### config.mk
export PLATFORM = sky130hd
export DESIGN_NAME = regfile_nport
export DESIGN_NICKNAME = d
export VERILOG_FILES = /design/src/rtl/regfile_pkg.sv /design/src/rtl/regfile_rd_port.sv /design/src/rtl/regfile_nport.sv
export SDC_FILE = /design/constraint.sdc
export NUM_CORES = 1
export LEC_CHECK = 0
export CAP_MARGIN = 10
export CORE_UTILIZATION = 50
export DETAILED_ROUTE_END_ITERATION = 8
export MAX_ROUTING_LAYER = met4
export PLACE_DENSITY = 0.67
export SETUP_SLACK_MARGIN = 0.5
export SLEW_MARGIN = 20
export SYNTH_ARGS = -nofsm -noshare
export SYNTH_HDL_FRONTEND = slang
export SYNTH_SLANG_ARGS = --single-unit
### constraint.sdc
create_clock -name CLK -period 9.4 [get_ports CLK]
set_input_delay 1.41 -clock CLK [delete_from_list [all_inputs] [get_ports CLK]]
set_output_delay 1.41 -clock CLK [all_outputs]
set_load 0.02 [all_outputs]
### src/rtl/regfile_pkg.sv
// Shared types and helpers for the RV32 integer register file.
package regfile_pkg;

    localparam int XLEN_DEF = 32;

    typedef enum logic {
        RF_INIT,
        RF_RUN
    } rf_state_t;

    function automatic int rf_aw(input int n);
        return $clog2(n);
    endfunction

endpackage

### src/rtl/regfile_rd_port.sv
// One asynchronous read port: array mux with x0 and clear-sequence zero gating.
// Same-cycle forwarding of the write port is compiled in with REGFILE_BYPASS_EN.
module regfile_rd_port
    import regfile_pkg::*;
#(
    parameter int XLEN = XLEN_DEF,
    parameter int NREG = 32,
    parameter int AW   = rf_aw(NREG)
) (
    input  logic [NREG*XLEN-1:0] regs_flat,
    input  logic [AW-1:0]        addr,
    input  logic                 init_busy,
`ifdef REGFILE_BYPASS_EN
    input  logic                 fwd_en,
    input  logic [AW-1:0]        wa,
    input  logic [XLEN-1:0]      wd,
`endif
    output logic [XLEN-1:0]      data
);

    always_comb begin
        data = '0;
        if (!init_busy && addr != '0) begin
            data = regs_flat[addr*XLEN +: XLEN];
`ifdef REGFILE_BYPASS_EN
            // fwd_en already excludes x0 writes and the clear sequence
            if (fwd_en && wa == addr) begin
                data = wd;
            end
`endif
        end
    end

endmodule

### src/rtl/regfile_nport.sv
// N-read / 1-write integer register file with a post-reset clear sequencer.
// Optional macro REGFILE_BYPASS_EN adds same-cycle write-to-read forwarding.
module regfile_nport
    import regfile_pkg::*;
#(
    parameter  int XLEN = XLEN_DEF,
    parameter  int NREG = 32,
    parameter  int NRD  = 2,
    localparam int AW   = rf_aw(NREG)
) (
    input  logic                CLK,
    input  logic                RST,
    input  logic [NRD*AW-1:0]   RD_ADDR,
    output logic [NRD*XLEN-1:0] RD_DATA,
    input  logic                WE,
    input  logic [AW-1:0]       WA,
    input  logic [XLEN-1:0]     WD,
    output logic                INIT_BUSY,
    output logic                WR_DROP
);

    rf_state_t             state;
    rf_state_t             state_nxt;
    logic [AW-1:0]         cnt;
    logic [AW-1:0]         cnt_nxt;
    logic                  wr_drop_q;
    logic                  wr_req;
    logic [XLEN-1:0]       mem [NREG];
    logic [NREG*XLEN-1:0]  regs_flat;

    assign wr_req    = WE && (WA != '0);
    assign INIT_BUSY = (state == RF_INIT);
    assign WR_DROP   = wr_drop_q;

    always_ff @(posedge CLK or posedge RST) begin
        if (RST) begin
            state     <= RF_INIT;
            cnt       <= AW'(1);
            wr_drop_q <= 1'b0;
        end else begin
            state     <= state_nxt;
            cnt       <= cnt_nxt;
            wr_drop_q <= (state == RF_INIT) && wr_req;
        end
    end

    always_comb begin
        state_nxt = state;
        cnt_nxt   = cnt;
        case (state)
            RF_INIT: begin
                cnt_nxt = cnt + AW'(1);
                if (cnt == AW'(NREG - 1)) begin
                    state_nxt = RF_RUN;
                end
            end
            RF_RUN: begin
                state_nxt = RF_RUN;
            end
            default: begin
                state_nxt = RF_INIT;
            end
        endcase
    end

    // Storage has no reset; the clear sequence zeroes it one entry per edge.
    always_ff @(posedge CLK) begin
        if (state == RF_INIT) begin
            mem[cnt] <= '0;
        end else if (wr_req) begin
            mem[WA] <= WD;
        end
    end

    for (genvar r = 0; r < NREG; r++) begin : g_flat
        assign regs_flat[r*XLEN +: XLEN] = mem[r];
    end

`ifdef REGFILE_BYPASS_EN
    logic fwd_en;
    assign fwd_en = (state == RF_RUN) && wr_req;
`endif

    for (genvar k = 0; k < NRD; k++) begin : g_rd
        regfile_rd_port #(
            .XLEN (XLEN),
            .NREG (NREG),
            .AW   (AW)
        ) u_rd_port (
            .regs_flat (regs_flat),
            .addr      (RD_ADDR[k*AW +: AW]),
            .init_busy (INIT_BUSY),
`ifdef REGFILE_BYPASS_EN
            .fwd_en    (fwd_en),
            .wa        (WA),
            .wd        (WD),
`endif
            .data      (RD_DATA[k*XLEN +: XLEN])
        );
    end

endmodule

After elaboration in Yosys (flattened, before gate mapping):

Memories as Yosys holds them, arrays and structs flattened.
Cells that the tools add are included.

* $add $sub $neg: 1
* multiply operators: 0
* div/mod/pow operators: 0
* $lt $le $gt $ge: 0
* eq/ne operators: 1
* shifts and indexed selects: 2
* multiplexer cells: 11
* bitwise gates (word level): 1
* reductions and logical operators: 8

Operators by type and width (number)
* $shiftx 1024x11->32: 2
* $mux 32: 3
* $reduce_or 32->1: 1
* $reduce_bool 5->1: 3
* $mux 1: 6
* $add 5x1->5 const B: 1
* $eq 5x5->1 const B: 1
* $mux 5: 1
* $logic_and 1x1->1: 4
* $pmux 1 s2: 1
* $not 1->1: 1

* flip-flop bits (word level): 7
* bits in latches: 0
* memory bits (writable): 1024
* memory bits (read-only): 0
* input port bits: 50
* word-level logic and storage cells: 28
* memories: 1

Memories
* mem: depth 32, width 32, rd ports 32, clocked after memory_dff 0, wr ports 1, RTL line regfile_nport.sv:28 `logic [XLEN-1:0] mem [NREG];`

Longest topological paths before layout:

Gate-level depths: netlist of run 1.

* depth after elaboration: 7
* mapped depth: 9
* gate-level depth less buffers: 4

Modules after synthesis:

Synthesis of run 1 repeated with hierarchy kept, for this count alone.

* cell total of the unflattened synthesis: 2834
* area, all modules: 48699.2 µm²

By module, submodules not included
* regfile_nport: times used 1, cells each 1162, area an instance 31843.0 µm², sequential area each 30925.9 µm²
* regfile_rd_port: times used 2, cells each 836, area an instance 8428.1 µm², sequential area each 0.0 µm²

Least setup slack after synthesis of run 1:

Ideal clock, no wire load.

* path kind: input to output
* from: input RD_ADDR[8]
* to: output RD_DATA[58]
* data arrival time: 3148 ps
* required time: 7990 ps
* path slack: 4842 ps
* stages: 7
* cells stage by stage: buf_4 -> or3b_2 -> buf_2 -> clkbuf_1 -> o22ai_1 -> a2111oi_2 -> a211oi_1

* longest elaborated chain between the ends: 3

Ends and longest elaborated chain
* start: declaration: RTL line regfile_nport.sv:13 `input logic [NRD*AW-1:0] RD_ADDR,`
* parallel branches: the longest is 2 deep, another holds $shiftx 1024x11->32
* $mux 32 *: RTL line regfile_rd_port.sv:23 `if (!init_busy && addr != '0) begin`
* end: declaration: RTL line regfile_nport.sv:14 `output logic [NRD*XLEN-1:0] RD_DATA,`

Mark *: on every way between the ends.

Worst setup path in the final report of run 1:

* from: input RD_ADDR[6]
* to: output RD_DATA[56]

The elaborated chain is that of the path after synthesis.

==> results.toml, run 1 <==
[outcome]
status = "complete, no violations"

[sta]
finClkSkew_ns = 0.0145
slew_viol_final = 0
maxSlewHeadroom = 0.234
finalCriticalPeriod_ns = 6.96
period_share = 0.740
rsz0062_at_grt = "false"
worst_pin_slew_ns = 1.15
setup_ws_ns = 2.44
setup_viol = 0
setup_tns_ns = 0
max_freq_mhz = 144
hold_ws_ns = 0.547
final-hold-violation-count = 0

[synth]
yosysSeqAreaShare = 0.647
ys.warnings.count = 0
syn_area_sq_um = 47800
async_reset_ff_frac = 0.00679
synth_nets = 2416
synth_top_area_cell = "edfxtp_1"
synth.area.top_cells = "edfxtp_1 64%, mux4_2 21%, mux2i_1 5.4%"
synth_top_flop_cell = "edfxtp_1"
syn_avg_cell_area_sq_um = 20.2
yosys_register_bits = 1031
synth_cell_type_count = 49
synth_edf_count = 1024
synthCells = 2364
synth_top_area_share = 0.643

[clock_tree]
clock_latency_ns = 0.70
cts_tree = "yes"
postCtsHoldBufs = 0
cts.htree.levels = 3
postCtsSetupRepairBufs = 0
clockBufferDepth = 3
cts_buffers = 106
post_cts.resized_instances = 0
clkSinkCount = 1031
cts_root_buffer = "clkbuf_16"
clkTransAtPathRegs_ns = 0.06

[worst_setup_path]
timing.rr.end = "mem[7][19]"
regToRegSetupSlack_ns = 5.54
arrival_ns = 5.55
path_class = "primary input to output pin"
start_kind = "primary input"
crit_required_ns = 7.99
ff2ff_path_depth = 4
rr_startpoint = "state"
endpoint_kind = "output pin"
cp_max_fo = 32

[global_routing]
grt_pass1_wl_microns = 207000
grt_pass1_vias = 27900
track_usage = 0.310
grt_max_degree = 81
overflow = 0
antenna_found_initial = 6

[hold_path]
min_to = "cnt[0]"
holdPathStages = 1
hold_start = "cnt[0]"
hp-class = "register to register"

[placement]
gp_congestion = 0.846
dpl.hpwl_microns = 76900
dp_slack_ns = 2.61
port_buffers = 115
placed_area_sq_um = 50400

[floorplan]
die-area_sq_um = 96900
start_util = 0.504
coreArea_sq_um = 94900
pin_count = 116
fp.dieW_microns = 311
die_y_microns = 311
num_rows = 113

[power]
p_leak_nw = 18.5
p_per_area_nw_per_um2 = 190
vdd_drop_max_v = 0.000196

[route]
vias = 27500
dr.first_iter.drc_count = 3568
drc = 0
drt-pass1-iter-count = 5
vias_per_cell = 7.20
wl_per_cell_microns = 37.9
wl_microns = 144000
drtAntennaViolNets = 0

[cells_and_area]
final_cell_mix = "1024 x edfxtp_1, 448 x mux4_2, 260 x mux2i_1"
final_common_cell = "edfxtp_1"
fin_nets = 2508
utilization = 0.570
layout-drive-gt1-share = 0.297
fin_area_sq_um = 54000
area_growth_pct = 13.0

[run]
max-cap-violations = 0
[how the worst max path moves through the flow]
stage                     slack, ns           to        from
after floorplan                4.84  RD_DATA[58]  RD_ADDR[8]
after global placement         2.64  RD_DATA[33]  RD_ADDR[8]
after detailed placement       2.61  RD_DATA[33]  RD_ADDR[8]
after CTS                      2.62  RD_DATA[33]  RD_ADDR[8]
after global routing           2.51  RD_DATA[56]  RD_ADDR[6]
final                          2.44  RD_DATA[56]  RD_ADDR[6]
[kinds of logic (layout without fill, tap and decap cells)]
logic type,after synthesis,after routing,synth area share
DFF,1031,1031,0.647
muxes,714,714,0.267
AOI/OAI and AO/OA,295,295,0.0503
buffers and inverters,200,383,0.0222
and+or+nand+nor,119,119,0.0131
xor gates and xnor gates,3,3,0.000549
adders and majority gates,2,2,0.000523
other,0,4,0
[cell usage after synthesis (2+ instances only)]
master,count
nor3_1,3
a2111oi_0,12
edfxtp_1,1024
nand3b_1,5
nor2_1,43
buf_6,14
nand2_1,9
mux2_2,6
clkbuf_1,84
dfrtp_1,6
o22a_1,32
buf_12,3
a22oi_1,32
a2111oi_1,5
and3_1,2
o22ai_1,31
a211oi_1,31
nor2b_1,7
ha_1,2
or3b_2,2
inv_1,3
a22o_1,31
buf_1,17
buf_4,24
or3_1,2
buf_2,55
a31oi_1,3
mux4_2,448
nand3_1,4
mux2i_1,260
nor3b_1,2
xnor2_1,3
a2111oi_2,14
and2_1,33
o221ai_1,63
nand4_1,4
a21oi_1,33
[critical path: stages]
cell and delay (ns):
buf_4 0.51, buf_4 0.66, and2_4 0.63, buf_4 0.64, a22o_1 0.27, a2111oi_2 0.05, a211oi_1 0.58, clkdlybuf4s50_1 0.75
[state kept, by name, summed over array words and instances, names as in the netlist]
register,flops
state,1
cnt,5
WR_DROP,1
mem,1024
[power breakdown]
part / internal (mW) / total (mW) / switching [mW]
Sequential: 5.07 / 5.07 / 0.00221
Combinational: 0.305 / 0.801 / 0.496
Clock: 2.58 / 4.39 / 1.81
[metal layers]
layer / global-route usage / wire length (microns)
met5: - / 0
met4: 0.0992 / 5000
met3: 0.0731 / 17400
met2: 0.452 / 67200
met1: 0.434 / 54900
[stage by stage]
step / power [mW] / instances
global placement: 5.96 / 3612
floorplan: 5.67 / 2364
finish: 10.3 / 3816
global route: 10.5 / 3816
CTS: 10.3 / 3811
detailed placement: 5.97 / 3612
[area by class of cell]
class	instances	area, sq um
Inverter	3	11.3
Clock buffer	125	2790
Fill cell	6972	40800
Clock inverter	74	817
Sequential cell	1031	30900
Timing Repair Buffer	181	1750
Multi-Input combinational cell	1133	16200
Tap cell	1265	1580
Antenna cell	4	10.0
(Power assumes the default switching activity.)
==> inputs of run 2 (changes only) <==
--- a/config.mk
+++ b/config.mk
@@ -9,7 +9,7 @@
 export CORE_UTILIZATION = 50
 export DETAILED_ROUTE_END_ITERATION = 8
 export MAX_ROUTING_LAYER = met4
-export PLACE_DENSITY = 0.67
+export PLACE_DENSITY = 0.69
 export SETUP_SLACK_MARGIN = 0.5
 export SLEW_MARGIN = 20
 export SYNTH_ARGS = -nofsm -noshare
==> constraint.sdc (replaced) <==
create_clock -name CLK -period 5.79 [get_ports CLK]
set_input_delay 0.8685 -clock CLK [delete_from_list [all_inputs] [get_ports CLK]]
set_output_delay 0.8685 -clock CLK [all_outputs]
set_load 0.02 [all_outputs]
==> run 2 against run 1 <==
- sequential power grew 63%
- final cell count grew 1.0%
- non-clock buffer count rose by 43
- register-to-register slack worse by 3.2 ns
- sequential cell count stayed put
- die area stayed put
- clock-buffer cell count did not move
==> results.toml, run 2 (synthesized netlist as in run 1, its figures left out) <==
[clock_tree]
postCtsHoldBufs = 0
postCtsSetupRepairBufs = 0
cts_buffers = 104
clkTransAtPathRegs_ns = 0.06
clockBufferDepth = 3
clkSinkCount = 1031
cts.htree.levels = 3
cts_tree = "yes"
cts_root_buffer = "clkbuf_16"
clock_latency_ns = 0.68

[sta]
worst_pin_slew_ns = 1.14
max_freq_mhz = 186
finalCriticalPeriod_ns = 5.36
setup_tns_ns = 0
setup_viol = 0
maxSlewHeadroom = 0.239
period_share = 0.926
hold_ws_ns = 0.444
slew_viol_final = 0
finClkSkew_ns = 0.0143
rsz0062_at_grt = "false"
final-hold-violation-count = 0

[worst_setup_path]
ff2ff_path_depth = 5
timing.rr.end = "mem[6][0]"
cp_max_fo = 18
path_class = "primary input to output pin"
regToRegSetupSlack_ns = 2.34
crit_family = "buffers and inverters"
arrival_ns = 4.50
worstPathCellList = "clkdlybuf4s50_1 > or3_2 > buf_12 > o31ai_4 > buf_4 > a211oi_1 > clkdlybuf4s50_1"
crit_required_ns = 4.92
slowest_stage = "clkdlybuf4s50_1"
rr_startpoint = "state"
crit_top_cell = "clkdlybuf4s50_1"
max_stage_delay_ns = 0.89
start_kind = "primary input"
cp.buffers_inverters = 4
endpoint_kind = "output pin"

[cells_and_area]
reg.largest.list = "mem: 1024 flops, cnt: 5 flops"
fin_nets = 2549
largest_register_ffs = 1024
regMostFlops = "mem"
final_common_cell = "edfxtp_1"
layout-drive-gt1-share = 0.307
area_growth_pct = 13.8
final_cell_mix = "1024 x edfxtp_1, 448 x mux4_2, 260 x mux2i_1"

[route]
vias = 28100
drc = 0
wl_microns = 146000
drt-pass1-iter-count = 5
wl_per_cell_microns = 37.8
vias_per_cell = 7.27
dr.first_iter.drc_count = 4244
drtAntennaViolNets = 0

[floorplan]
die_y_microns = 311
coreArea_sq_um = 94900
num_rows = 113
start_util = 0.504
fp.dieW_microns = 311
die-area_sq_um = 96900
pin_count = 116

[power]
p_leak_nw = 18.7
vdd_drop_max_v = 0.000276
seq_power_share = 0.503
total_power_mw = 16.4
intPower_mw = 12.7
p_sw_mw = 3.68
clockPowerShare = 0.415
swShare = 0.225
combPwrFrac = 0.082
p_per_area_nw_per_um2 = 301

[global_routing]
grt_pass1_vias = 28400
overflow = 0
grt_pass1_wl_microns = 207000
antenna_found_initial = 5
grt_max_degree = 127
track_usage = 0.311

[placement]
gp_congestion = 0.841
port_buffers = 115
dpl.hpwl_microns = 83400

[run]
max-cap-violations = 0

[hold_path]
hp-class = "primary input to async pin"

[outcome]
status = "complete, no violations"
==> run 2: cell count changes in the layout (fill, tap and decap cells not counted), moves of 3 or more <==
| cell | delta |
|---|---|
| clkbuf_1 | +4 |
| buf_4 | +21 |
| and2_1 | -3 |
| clkbuf_16 | -4 |
| clkinv_2 | -6 |
| bufinv_16 | -3 |
| a211oi_1 | -3 |
| and2_2 | +3 |
| a211oi_2 | +3 |
| buf_12 | +20 |
==> run 2: worst register-to-register path, delay by kind of cell (launching register included) <==
kind	cells	cell delay (ns)
AND/OR/NAND/NOR	1	0.88
AO/OA/AOI/OAI	1	0.74
flip-flops	1	0.34
buffers and inverters	2	0.70
multiplexers	1	0.45
==> run 2: per-stage QoR <==
stage | cell area [sq um] | worst slack [ns] | util | instances
after floorplan | 47800 | 1.91 | - | 2364
after global placement | 51000 | 0.448 | 0.537 | 3654
after detailed placement | 51000 | 0.406 | 0.537 | 3654
after CTS | 54400 | 0.555 | 0.573 | 3848
after global routing | 54400 | 0.519 | 0.574 | 3855
final | 54400 | 0.426 | 0.574 | 3856
==> run 2: power groups by stage <==
| stage | Sequential, mW | Combinational, mW | Clock [mW] |
|---|---|---|---|
| after floorplan | 8.39 | 0.813 | 0 |
| after global placement | 8.40 | 1.30 | 0 |
| after detailed placement | 8.40 | 1.31 | 0 |
| after CTS | 8.24 | 1.32 | 6.84 |
| after global routing | 8.23 | 1.38 | 7.11 |
| final | 8.24 | 1.33 | 6.80 |
==> run 2: layout make-up <==
| class | count | area (sq um) |
|---|---|---|
| Timing Repair Buffer | 224 | 2330 |
| Antenna cell | 6 | 15.0 |
| Clock inverter | 69 | 697 |
| Sequential cell | 1031 | 30900 |
| Multi-Input combinational cell | 1133 | 16200 |
| Clock buffer | 125 | 2700 |
| Inverter | 3 | 11.3 |
| Tap cell | 1265 | 1580 |
| Fill cell | 6842 | 40400 |
==> run 2: timing repair <==
item	CTS	global route
gates resized for setup	3	1
endpoints found under the setup margin	3	4
cloned	0	0
==> run 2: how the worst max path moves through the flow <==
stage / cells after the start / to / from / slack (ns)
3_3_place_gp: 7 / RD_DATA[59] / RD_ADDR[8] / 0.45
3_5_place_dp: 7 / RD_DATA[59] / RD_ADDR[8] / 0.41
6_report: 7 / RD_DATA[41] / RD_ADDR[8] / 0.43
5_1_grt: 7 / RD_DATA[41] / RD_ADDR[8] / 0.52
4_1_cts: 7 / RD_DATA[36] / RD_ADDR[8] / 0.55
2_1_floorplan: 5 / mem[8][0] / WA[3] / 1.91
==> run 2: per-layer routing <==
layer | up-vias | wire length, microns | part of all wire | track usage
li1 | 10700 | - | - | -
met2 | 2046 | 67800 | 0.47 | 0.455
met3 | 333 | 18000 | 0.12 | 0.0750
met5 | - | 0 | 0 | -
met4 | 0 | 5420 | 0.037 | 0.112
met1 | 15000 | 54400 | 0.37 | 0.427
